File: src/rtl/oven_cook_timer.sv
// Elapsed-cook-time generator: counts heated time units toward a latched target,
// with pause/resume on start edges and clear on stop.
//
// state   | meaning
// --------+-------------------------------------------------------------
// S_IDLE  | cleared, waiting for a start edge with a non-zero set_time
// S_RUN   | prescaler advances while horno is high
// S_PAUSE | all counts frozen; the next start edge resumes
// S_DONE  | current_time == target, time_done asserted
module oven_cook_timer #(
   parameter int unsigned TICK_DIV = 25_000_000,
   parameter int unsigned DIV_W    = 25
) (
   input  logic       clk,
   input  logic       rst_n,
   input  logic       start,
   input  logic       stop,
   input  logic       horno,
   input  logic [3:0] set_time,
   output logic [3:0] current_time,
   output logic       tick,
   output logic       time_done,
   output logic       busy
);

   typedef enum logic [1:0] {
      S_IDLE  = 2'd0,
      S_RUN   = 2'd1,
      S_PAUSE = 2'd2,
      S_DONE  = 2'd3
   } state_e;

   localparam logic [DIV_W-1:0] PRE_LAST = DIV_W'(TICK_DIV - 1);

   state_e           state_q, state_d;
   logic [DIV_W-1:0] prescale_q, prescale_d;
   logic [3:0]       target_q, target_d;
   logic [3:0]       time_q, time_d;
   logic             tick_q, tick_d;
   logic             start_q;
   logic             start_rise;
   logic [3:0]       time_inc;

   assign start_rise = start & ~start_q;
   assign time_inc   = time_q + 4'd1;

   always_ff @(posedge clk or negedge rst_n) begin
      if (!rst_n) begin
         state_q    <= S_IDLE;
         prescale_q <= '0;
         target_q   <= '0;
         time_q     <= '0;
         tick_q     <= 1'b0;
         start_q    <= 1'b0;
      end else begin
         state_q    <= state_d;
         prescale_q <= prescale_d;
         target_q   <= target_d;
         time_q     <= time_d;
         tick_q     <= tick_d;
         start_q    <= start;
      end
   end

   always_comb begin
      state_d    = state_q;
      prescale_d = prescale_q;
      target_d   = target_q;
      time_d     = time_q;
      tick_d     = 1'b0;

      // stop wins over any command, including a start edge in the same cycle
      if (stop) begin
         state_d    = S_IDLE;
         prescale_d = '0;
         target_d   = '0;
         time_d     = '0;
      end else begin
         unique case (state_q)
            S_IDLE: begin
               if (start_rise && (set_time != 4'd0)) begin
                  target_d   = set_time;
                  time_d     = '0;
                  prescale_d = '0;
                  state_d    = S_RUN;
               end
            end
            S_RUN: begin
               if (start_rise) begin
                  state_d = S_PAUSE;
               end else if (horno) begin
                  if (prescale_q < PRE_LAST) begin
                     prescale_d = prescale_q + 1'b1;
                  end else begin
                     prescale_d = '0;
                     time_d     = time_inc;
                     tick_d     = 1'b1;
                     if (time_inc == target_q) state_d = S_DONE;
                  end
               end
            end
            S_PAUSE: begin
               if (start_rise) state_d = S_RUN;
            end
            S_DONE: begin
               if (start_rise) begin
                  prescale_d = '0;
                  time_d     = '0;
                  if (set_time != 4'd0) begin
                     target_d = set_time;
                     state_d  = S_RUN;
                  end else begin
                     state_d  = S_IDLE;
                  end
               end
            end
            default: state_d = S_IDLE;
         endcase
      end
   end

   always_comb begin
      current_time = time_q;
      tick         = tick_q;
      time_done    = (state_q == S_DONE);
      busy         = (state_q == S_RUN) || (state_q == S_PAUSE);
   end

endmodule
File: config.mk
export PLATFORM = sky130hd
export DESIGN_NAME = oven_cook_timer
export DESIGN_NICKNAME = d
export VERILOG_FILES = /design/src/rtl/oven_cook_timer.sv
export SDC_FILE = /design/constraint.sdc
export NUM_CORES = 1
export LEC_CHECK = 0
export CORE_MARGIN = 4
export CORE_UTILIZATION = 51
export DETAILED_ROUTE_END_ITERATION = 10
export MAX_ROUTING_LAYER = met4
export PLACE_DENSITY = 0.7
export SETUP_SLACK_MARGIN = 0.5
export SLEW_MARGIN = 20
export SYNTH_ARGS = -nofsm -noshare
export SYNTH_HDL_FRONTEND = slang
export SYNTH_SLANG_ARGS = --single-unit
File: constraint.sdc
create_clock -name clk -period 2.3 [get_ports clk]
set_clock_uncertainty 0.1 [all_clocks]
set_input_delay 0.46 -clock clk [delete_from_list [all_inputs] [get_ports clk]]
set_output_delay 0.46 -clock clk [all_outputs]
set_load 0.05 [all_outputs]
==> results of run 1 <==
## cell usage after synthesis (all sizes together) (3+ instances only)
cell | n | area share
xnor2 | 4 | 0.015
nand2b | 6 | 0.019
clkbuf | 6 | 0.0095
ha | 6 | 0.032
nor2 | 14 | 0.023
mux2i | 3 | 0.018
a31oi | 3 | 0.014
nor4 | 5 | 0.026
o21ai | 20 | 0.044
dfrtp | 37 | 0.39
or4 | 3 | 0.0095
nand4 | 10 | 0.026
a22o | 6 | 0.022
a21oi | 20 | 0.045
nand2 | 18 | 0.029
and4 | 3 | 0.011
inv | 8 | 0.013
buf | 7 | 0.024
or3 | 13 | 0.034
nor3 | 9 | 0.026
nand3 | 18 | 0.040
o41ai | 4 | 0.015
and3 | 6 | 0.016
o31ai | 3 | 0.0095
## worst paths after layout
kind                                        end  slack (ps)
worst max-delay path            current_time[2]         210
worst min-delay path              prescale_q[6]         110
worst max register to register  current_time[2]         210
worst min register to register      target_q[3]         400
max in group asynchronous       current_time[0]        1600
min in group clk                        start_q         380
## layout make-up
type	count	area, um2
sequential	37	932
fill	313	1140
clock inverter	1	5.00
tap	52	65.1
multi-input combinational	197	1550
clock buffer	7	96.3
inverter	8	35.0
timing repair buffer	64	589
## cells by family after synthesis
family | count (synthesis) | share of synthesized area
simple gates | 108 | 0.270
compound gates | 72 | 0.212
flops | 37 | 0.391
buf+inv | 21 | 0.0460
xor+xnor | 6 | 0.0222
fa+ha+maj | 6 | 0.0317
mux | 5 | 0.0275
## sequential cells by signal (all words and copies together) (netlist names)
signal and cells:
prescale_q 25, current_time 4, target_q 4, state_q 2, start_q 1, tick 1
## per-layer routing
metal	track usage	wire length (um)	up-vias
li1	-	-	1084
met2	0.368	3300	48
met5	-	0	-
met4	0.0804	116	0
met3	0.0284	221	9
met1	0.257	2660	1086
## cell usage in the layout, fill, tap and decap left out, drive strengths merged, types with 4 or more instances in the layout
cell type	instances
a21oi	20
a22o	6
and3	6
buf	51
clkbuf	9
dfrtp	37
dlygate4sd2	6
ha	6
inv	8
nand2	18
nand2b	6
nand3	18
nand4	10
nor2	14
nor3	9
nor4	5
o21ai	20
o41ai	4
or3	13
xnor2	4
## critical path, delay by kind of cell (launching register included)
kind	cells	cell delay (ps)
DFF	1	440
AOI/OAI and AO/OA	3	440
buffers and inverters	3	400
adders and majority gates	1	190
and+or+nand+nor	2	400
## repair_timing
item / CTS / global route
gates cloned: 0 / 2
resized for setup: 35 / 24
buffers inserted: 15 / 7
endpoints found under the setup margin: 37 / 33
pin swaps: 29 / 8
## report_power, final
group	total (uW)	switching (uW)	internal, uW
sequential	691	22.1	669
clock	506	235	271
combinational	442	223	219
## metrics by stage
| stage | power [uW] | area (um2) |
|---|---|---|
| floorplan | 916 | 2430 |
| global placement | 1040 | 2790 |
| detailed placement | 1050 | 2790 |
| CTS | 1610 | 3090 |
| global route | 1710 | 3280 |
| finish | 1640 | 3280 |
==> results.sh, run 1 <==
export IMPL_status="completed"
export IMPL_io_pin_count=16
export IMPL_maxSlewViolCount=0
export IMPL_drive_gt1_frac=0.376
export IMPL_post_route_util=0.742
export IMPL_syn_area_um2=2370
export IMPL_cp_end_kind="register"
export IMPL_worst_slew_pin_slew_ps=500
export IMPL_vias=2227
export IMPL_drcViolationCount=0
export IMPL_rsz0062_at_grt="yes"
export IMPL_max_stage_delay_ps=440
export IMPL_crit_top_cell="buf_4"
export IMPL_synthCells=255
export IMPL_synth_main_ff_cell="dfrtp_1"
export IMPL_totalNegativeSetupSlack_ps=0
export IMPL_yosysWarnings=0
export IMPL_detail_route_first_pass_iterations=4
export IMPL_cts_hold_buffers=0
export IMPL_crit_arrival_ps=2150
export IMPL_synth_fp_nets=270
export IMPL_setup_violations=0
export IMPL_critPathLaunch="state_q[0]"
export IMPL_power_density_nw_per_um2=500
export IMPL_grt_total_usage=0.215
export IMPL_synth_cell_types=54
export IMPL_ctsRootBufferMaster="clkbuf_8"
export IMPL_crit_fanout=8
export IMPL_post_place_ws_ps=-141
export IMPL_antenna_cells=0
export IMPL_area_growth_pct=38.4
export IMPL_overflow=0
export IMPL_critical_path_class="register to register"
export IMPL_drt_iter0_drc=127
export IMPL_cts_tree="built"
export IMPL_nets=328
export IMPL_cts_sinks=37
export IMPL_finalCritPeriodShare=0.907
export IMPL_die_area_um2=5800
export IMPL_row_count=24
export IMPL_htree_levels=2
export IMPL_hold_viol=0
export IMPL_routed_via_density=6.08
export IMPL_path_clk_slew_ps=70
export IMPL_port_buffers=15
export IMPL_whs_ps=112
export IMPL_slowest_stage="dfrtp_2"
export IMPL_irDropWorstVdd_mv=0.306
export IMPL_globalplace_congestion=0.843
export IMPL_setup_ws_ps=213
export IMPL_crit_chain="buf_12 > ha_4 > nor3_4 > a21oi_4 > buf_4 > buf_4 > a31o_4 > and4_1 > o2bb2ai_1"
export IMPL_clk_latency_ps=290
export IMPL_slew_headroom=0.667
export IMPL_routed_wirelength_um=6300
export IMPL_ys_ff_latch=37
export IMPL_grt_pass1_vias=2120
export IMPL_wl_per_cell_um=17.2
export IMPL_clock_fmax_mhz=479
export IMPL_place_hpwl_um=4040
export IMPL_ys_seq_area_frac=0.391
export IMPL_required_ps=2370
export IMPL_rr_worst_depth=9
export IMPL_synth_edf_count=0
export IMPL_async_flop_share=1.00
export IMPL_cp_start_kind="register"
export IMPL_syn_area_per_cell_um2=9.28
export IMPL_numCtsBuffers=5
export IMPL_antenna_found_initial=0
export IMPL_cellLeakagePower_uw=0.00133
export IMPL_min_path_type="primary input to async pin"
export IMPL_place_inst=334
export IMPL_instances_no_fill=366
export IMPL_initial_core_util=0.536
export IMPL_cts_buffer_depth=2
export IMPL_r2r_start="state_q[0]"
export IMPL_min_period_ps=2090
export IMPL_dieWidth_um=76.1
export IMPL_grt_pass1_wl_um=10100
export IMPL_antenna_left=0
export IMPL_coreArea_um2=4410
export IMPL_grt_max_degree=38
export IMPL_cap_viol_max_count=0
export IMPL_die_y_um=76.1
Power figures use the tool's default switching activity.
==> run 2: changes to the inputs <==
--- a/config.mk
+++ b/config.mk
@@ -10,5 +10,5 @@
 export DETAILED_ROUTE_END_ITERATION = 10
 export MAX_ROUTING_LAYER = met4
-export PLACE_DENSITY = 0.7
+export PLACE_DENSITY = 0.72
 export SETUP_SLACK_MARGIN = 0.5
 export SLEW_MARGIN = 20
==> constraint.sdc (replaced) <==
create_clock -name clk -period 2.3 [get_ports clk]
set_clock_uncertainty 0.1 [all_clocks]
set_input_delay 0.46 -clock clk [delete_from_list [all_inputs] [get_ports clk]]
set_output_delay 0.46 -clock clk [all_outputs]
set_load 0.02 [all_outputs]
==> run 2 against run 1 <==
Clock power shrank 6.1%; utilization down 3.2 points; cell count shrank 2.5%; critical path type unchanged; first-iteration DRC count rose by 37%; clock-buffer cell count unchanged; via count down 0.63%; combinational power decreased by 9.0%.
==> results.sh, run 2 (synthesis results as in run 1) <==
export IMPL_dieWidth_um=76.1
export IMPL_place_hpwl_um=3840
export IMPL_min_period_ps=2110
export IMPL_overflow=0
export IMPL_die_y_um=76.1
export IMPL_wl_met3_um=278
export IMPL_antenna_left=0
export IMPL_required_ps=2380
export IMPL_met2_length_um=3190
export IMPL_internal_power_uw=1110
export IMPL_hold_viol=0
export IMPL_clock_fmax_mhz=474
export IMPL_routed_top_layer="met4"
export IMPL_largest_register_ffs=25
export IMPL_final_cell_mix="dfrtp_1 (35), buf_4 (33), nand2_1 (17), o21ai_0 (17), nand3_1 (16)"
export IMPL_globalplace_congestion=0.849
export IMPL_setup_violations=0
export IMPL_initial_core_util=0.536
export IMPL_p_comb_frac=0.257
export IMPL_met1Wirelength_um=2590
export IMPL_vias=2213
export IMPL_path_clk_slew_ps=70
export IMPL_finalCritPeriodShare=0.917
export IMPL_clk_latency_ps=290
export IMPL_cp_end_kind="register"
export IMPL_grt_pass1_wl_um=10200
export IMPL_detail_route_first_pass_iterations=4
export IMPL_status="completed"
export IMPL_drcViolationCount=0
export IMPL_nets=320
export IMPL_min_path_type="primary input to async pin"
export IMPL_power_density_nw_per_um2=500
export IMPL_cap_viol_max_count=0
export IMPL_seq_power_share=0.440
export IMPL_coreArea_um2=4410
export IMPL_drive_gt1_frac=0.344
export IMPL_numCtsBuffers=5
export IMPL_maxSlewViolCount=0
export IMPL_path_buf_inv=4
export IMPL_regArea_um2=928
export IMPL_max_stage_delay_ps=470
export IMPL_slowest_stage="dfrtp_2"
export IMPL_crit_fanout=7
export IMPL_die_area_um2=5800
export IMPL_io_pin_count=16
export IMPL_worst_slew_pin_slew_ps=484
export IMPL_final_common_cell="dfrtp_1"
export IMPL_post_route_util=0.710
export IMPL_cts_tree="built"
export IMPL_irDropWorstVdd_mv=0.353
export IMPL_critical_path_top_delay_family="compound AO/OA/AOI/OAI gates"
export IMPL_routed_wirelength_um=6140
export IMPL_ctsRootBufferMaster="clkbuf_8"
export IMPL_area_growth_pct=32.5
export IMPL_antenna_cells=0
export IMPL_drt_iter0_drc=174
export IMPL_placed_area_um2=2760
export IMPL_cts_buffer_depth=2
export IMPL_design_area_um2=3140
export IMPL_fillCellCount=324
export IMPL_whs_ps=110
export IMPL_cts_sinks=37
export IMPL_slew_headroom=0.677
export IMPL_wl_per_cell_um=17.2
export IMPL_grt_total_usage=0.215
export IMPL_cellLeakagePower_uw=0.00129
export IMPL_grt_max_degree=38
export IMPL_row_count=24
export IMPL_rsz0062_at_grt="yes"
export IMPL_critical_path_class="register to register"
export IMPL_regMostFlops="prescale_q"
export IMPL_port_buffers=15
export IMPL_clockPowerShare=0.303
export IMPL_grt_pass1_vias=2214
export IMPL_multi_input_area_um2=1520
export IMPL_cp_start_kind="register"
export IMPL_htree_levels=2
export IMPL_finalPower_uw=1570
export IMPL_antenna_found_initial=0
export IMPL_p_switching_uw=459
export IMPL_routed_via_density=6.20
export IMPL_p_sw_frac=0.293
export IMPL_totalNegativeSetupSlack_ps=0
export IMPL_crit_chain="inv_4 > ha_4 > nor3_4 > a21oi_2 > a31oi_4 > buf_6 > a31oi_4 > buf_6 > buf_12 > a21oi_1"
export IMPL_crit_arrival_ps=2180
[run 2: changes by cell type in the layout (fill, tap and decap cells not counted), sizes merged]
| cell | change |
|---|---|
| dlygate4sd2 | +3 |
| clkinv | -1 |
| dlymetal6s2s | +1 |
| buf | -9 |
| clkdlybuf4s15 | -3 |
[run 2: final cells by class]
class,count,area share
multi-input combinational,197,0.484
sequential,37,0.296
timing repair buffer,56,0.161
clock buffer,7,0.0275
tap,52,0.0208
inverter,8,0.0104
[run 2: worst paths after layout]
path	startpoint	end	slack [ps]	cells after the start
min in group clk	start	start_q	370	1
worst min-delay path	rst_n	prescale_q[3]	110	2
worst max register to register	state_q[0]	prescale_q[20]	190	10
max in group asynchronous	rst_n	current_time[0]	1630	2
worst max-delay path	state_q[0]	prescale_q[20]	190	10
worst min register to register	target_q[0]	target_q[0]	420	2
[run 2: power by group through the flow]
stage | Sequential [uW] | Clock (uW) | Combinational, uW
2_1_floorplan | 703 | 0 | 190
4_1_cts | 688 | 481 | 361
6_report | 689 | 475 | 402
3_3_place_gp | 702 | 0 | 312
5_1_grt | 691 | 518 | 431
3_5_place_dp | 702 | 0 | 316
[run 2: metal layers]
metal	vias up	global-route usage
li1	1067	-
met1	1080	0.264
met2	58	0.350
met3	8	0.0508
met4	0	0.0647
met5	-	-
[run 2: stage by stage]
step,cells,setup slack (ps)
after detailed placement,330,-168
after floorplan,255,384
after global routing,357,127
after CTS,353,205
after global placement,330,-130
final,357,192
[run 2: timing repair]
| action | 4_1_cts | 5_1_grt |
|---|---|---|
| gates resized for setup | 24 | 32 |
| gates cloned | 0 | 1 |
| setup buffers | 16 | 3 |
| endpoints found under the setup margin | 37 | 36 |
| hold endpoints to repair | 0 | 0 |
| pin swaps | 13 | 12 |
| hold buffers | 0 | 0 |
==> run 3: changes to the inputs <==
ABC_AREA = 1   (was not set)
==> run 3 against run 2 <==
Area after synthesis rose by 1.5%; flip-flop and latch count did not move; register-to-register slack improved by 210 ps; cell area rose by 2.2%; first-iteration DRC count fell by 17%; hold slack improved by 54 ps; worst setup slack improved by 210 ps; critical path depth did not move; cell count rose by 24%; total power rose by 83%; critical path type unchanged; critical endpoint is now prescale_q[15].
==> results.sh, run 3 <==
export IMPL_synth_area_leader_cell="dfrtp_1"
export IMPL_synth_commonest_cells="nand2_1 (95), nor2_1 (53), inv_1 (48)"
export IMPL_cp_end_kind="register"
export IMPL_area_growth_pct=33.4
export IMPL_syn_area_um2=2400
export IMPL_cap_viol_max_count=0
export IMPL_die_y_um=76.6
export IMPL_grt_pass1_vias=2073
export IMPL_drcViolationCount=0
export IMPL_row_count=24
export IMPL_hold_viol=0
export IMPL_grtUsageMet2=0.332
export IMPL_synth_main_ff_cell="dfrtp_1"
export IMPL_cts_tree="built"
export IMPL_status="completed"
export IMPL_finalCritPeriodShare=0.827
export IMPL_yosysMostFrequentCell="nand2_1"
export IMPL_slew_headroom=0.444
export IMPL_async_flop_share=1.00
export IMPL_rsz0062_at_grt="yes"
export IMPL_place_inst=412
export IMPL_ff2ff_setup_slack_ps=400
export IMPL_irDropWorstVdd_mv=0.529
export IMPL_cts_buffer_depth=2
export IMPL_antenna_cells=0
export IMPL_reg2reg_to="prescale_q[15]"
export IMPL_cts_hold_buffers=0
export IMPL_io_pin_count=16
export IMPL_overflow=0
export IMPL_fillCellCount=338
export IMPL_synth_top_area_frac=0.385
export IMPL_crit_fanout=6
export IMPL_drive_gt1_frac=0.290
export IMPL_clk_latency_ps=290
export IMPL_grt_max_degree=38
export IMPL_grt_pass1_wl_um=9370
export IMPL_maxSlewViolCount=0
export IMPL_numCtsBuffers=5
export IMPL_path_clk_slew_ps=70
export IMPL_crit_end="prescale_q[15]"
export IMPL_initial_core_util=0.541
export IMPL_ctsRootBufferMaster="clkbuf_8"
export IMPL_place_hpwl_um=3610
export IMPL_final_common_cell="nand2_1"
export IMPL_min_period_ps=1900
export IMPL_critPathLaunch="state_q[0]"
export IMPL_largest_register_ffs=25
export IMPL_grt_util_met3=0.0414
export IMPL_min_path_type="primary input to async pin"
export IMPL_synthTopCellsByArea="dfrtp_1 (39%), nand2_1 (15%), nor2_1 (8.3%)"
export IMPL_power_density_nw_per_um2=893
export IMPL_met1_usage=0.250
export IMPL_critical_path_class="register to register"
export IMPL_syn_area_per_cell_um2=7.17
export IMPL_cts_sinks=37
export IMPL_wl_per_cell_um=13.3
export IMPL_antenna_left=0
export IMPL_crit_arrival_ps=2030
export IMPL_detail_route_first_pass_iterations=4
export IMPL_cp_start_kind="register"
export IMPL_required_ps=2430
export IMPL_clock_fmax_mhz=526
export IMPL_regMostFlops="prescale_q"
export IMPL_routed_via_density=5.20
export IMPL_ys_ff_latch=37
export IMPL_synth_fp_nets=350
export IMPL_coreArea_um2=4440
export IMPL_yosysWarnings=0
export IMPL_post_place_ws_ps=-29.3
export IMPL_whs_ps=163
export IMPL_globalplace_congestion=0.918
export IMPL_setup_ws_ps=398
export IMPL_synth_cell_types=33
export IMPL_port_buffers=15
export IMPL_r2r_start="state_q[0]"
export IMPL_worst_slew_pin_slew_ps=834
export IMPL_busiest_layer="met2"
export IMPL_routed_wirelength_um=5890
export IMPL_grt_total_usage=0.204
export IMPL_nets=403
export IMPL_final_cell_mix="nand2_1 (84), nor2_1 (42), inv_1 (40)"
export IMPL_dieWidth_um=76.6
export IMPL_cellLeakagePower_uw=0.00158
export IMPL_drt_iter0_drc=144
export IMPL_die_area_um2=5870
export IMPL_setup_violations=0
export IMPL_rr_worst_depth=10
export IMPL_vias=2294
export IMPL_htree_levels=2
export IMPL_synthCells=335
export IMPL_synth_edf_count=0
export IMPL_instances_no_fill=441
export IMPL_antenna_found_initial=0
export IMPL_ys_seq_area_frac=0.385
## run 3: cells by family (layout without fill, tap and decap cells)
kind of cell,count (synthesis),in the layout,share of synthesized area
fa+ha+maj,6,6,0.0312
flops,37,37,0.385
compound gates,20,20,0.0495
mux,1,1,0.00417
xor+xnor,14,14,0.0510
simple gates,202,203,0.379
buf+inv,55,108,0.0995
## run 3: how the worst min path moves through the flow
stage / from / cells past startpoint / endpoint
2_1_floorplan: rst_n / 0 / current_time[0]
3_3_place_gp: prescale_q[1] / 2 / prescale_q[1]
3_5_place_dp: prescale_q[1] / 2 / prescale_q[1]
4_1_cts: rst_n / 1 / current_time[1]
5_1_grt: rst_n / 1 / prescale_q[21]
6_report: rst_n / 1 / prescale_q[16]
## run 3: routing by layer
metal  share of wire  vias up
met5               0        -
met4           0.029        0
met3           0.039       17
met2            0.49       49
met1            0.44     1077
li1                -     1151
## run 3: cell type report
| class | count | area [um2] | share of cell area |
|---|---|---|---|
| multi-input cells | 244 | 1410 | 0.439 |
| well taps | 52 | 65.1 | 0.0203 |
| clock inverters | 3 | 65.1 | 0.0203 |
| flip-flops and latches | 37 | 928 | 0.290 |
| repair inverters | 1 | 16.3 | 0.00508 |
| repair buffers | 48 | 440 | 0.137 |
| inverters | 51 | 214 | 0.0668 |
| clock buffers | 5 | 68.8 | 0.0215 |
## run 3: repair_timing
item | CTS | global route
buffers inserted | 11 | 7
cloned | 2 | 1
resized for setup | 36 | 54
endpoints found under the setup margin | 42 | 36
pin swaps | 13 | 23
## run 3: stage by stage
stage | util | power (uW) | area [um2] | TNS, ps
floorplan | - | 1410 | 2400 | 0
global placement | 0.605 | 1680 | 2690 | -24.1
detailed placement | 0.605 | 1690 | 2690 | -100
CTS | 0.677 | 2630 | 3010 | 0
global route | 0.721 | 3030 | 3200 | 0
finish | 0.721 | 2860 | 3200 | 0
## run 3: report_power, final
group | internal [uW] | leakage, uW | switching, uW
Sequential | 712 | 0.000505 | 53.0
Clock | 431 | 0.0000681 | 242
Combinational | 642 | 0.00101 | 781
Total | 1790 | 0.00158 | 1080
## run 3: critical path, cell delays in order (launching register included)
cell	delay, ps
dfrtp_1	420
buf_6	120
ha_4	170
inv_4	40
nand4_1	180
nand2_4	110
nor2_8	220
buf_6	160
nand2_2	60
xor2_1	170
nor2_1	100
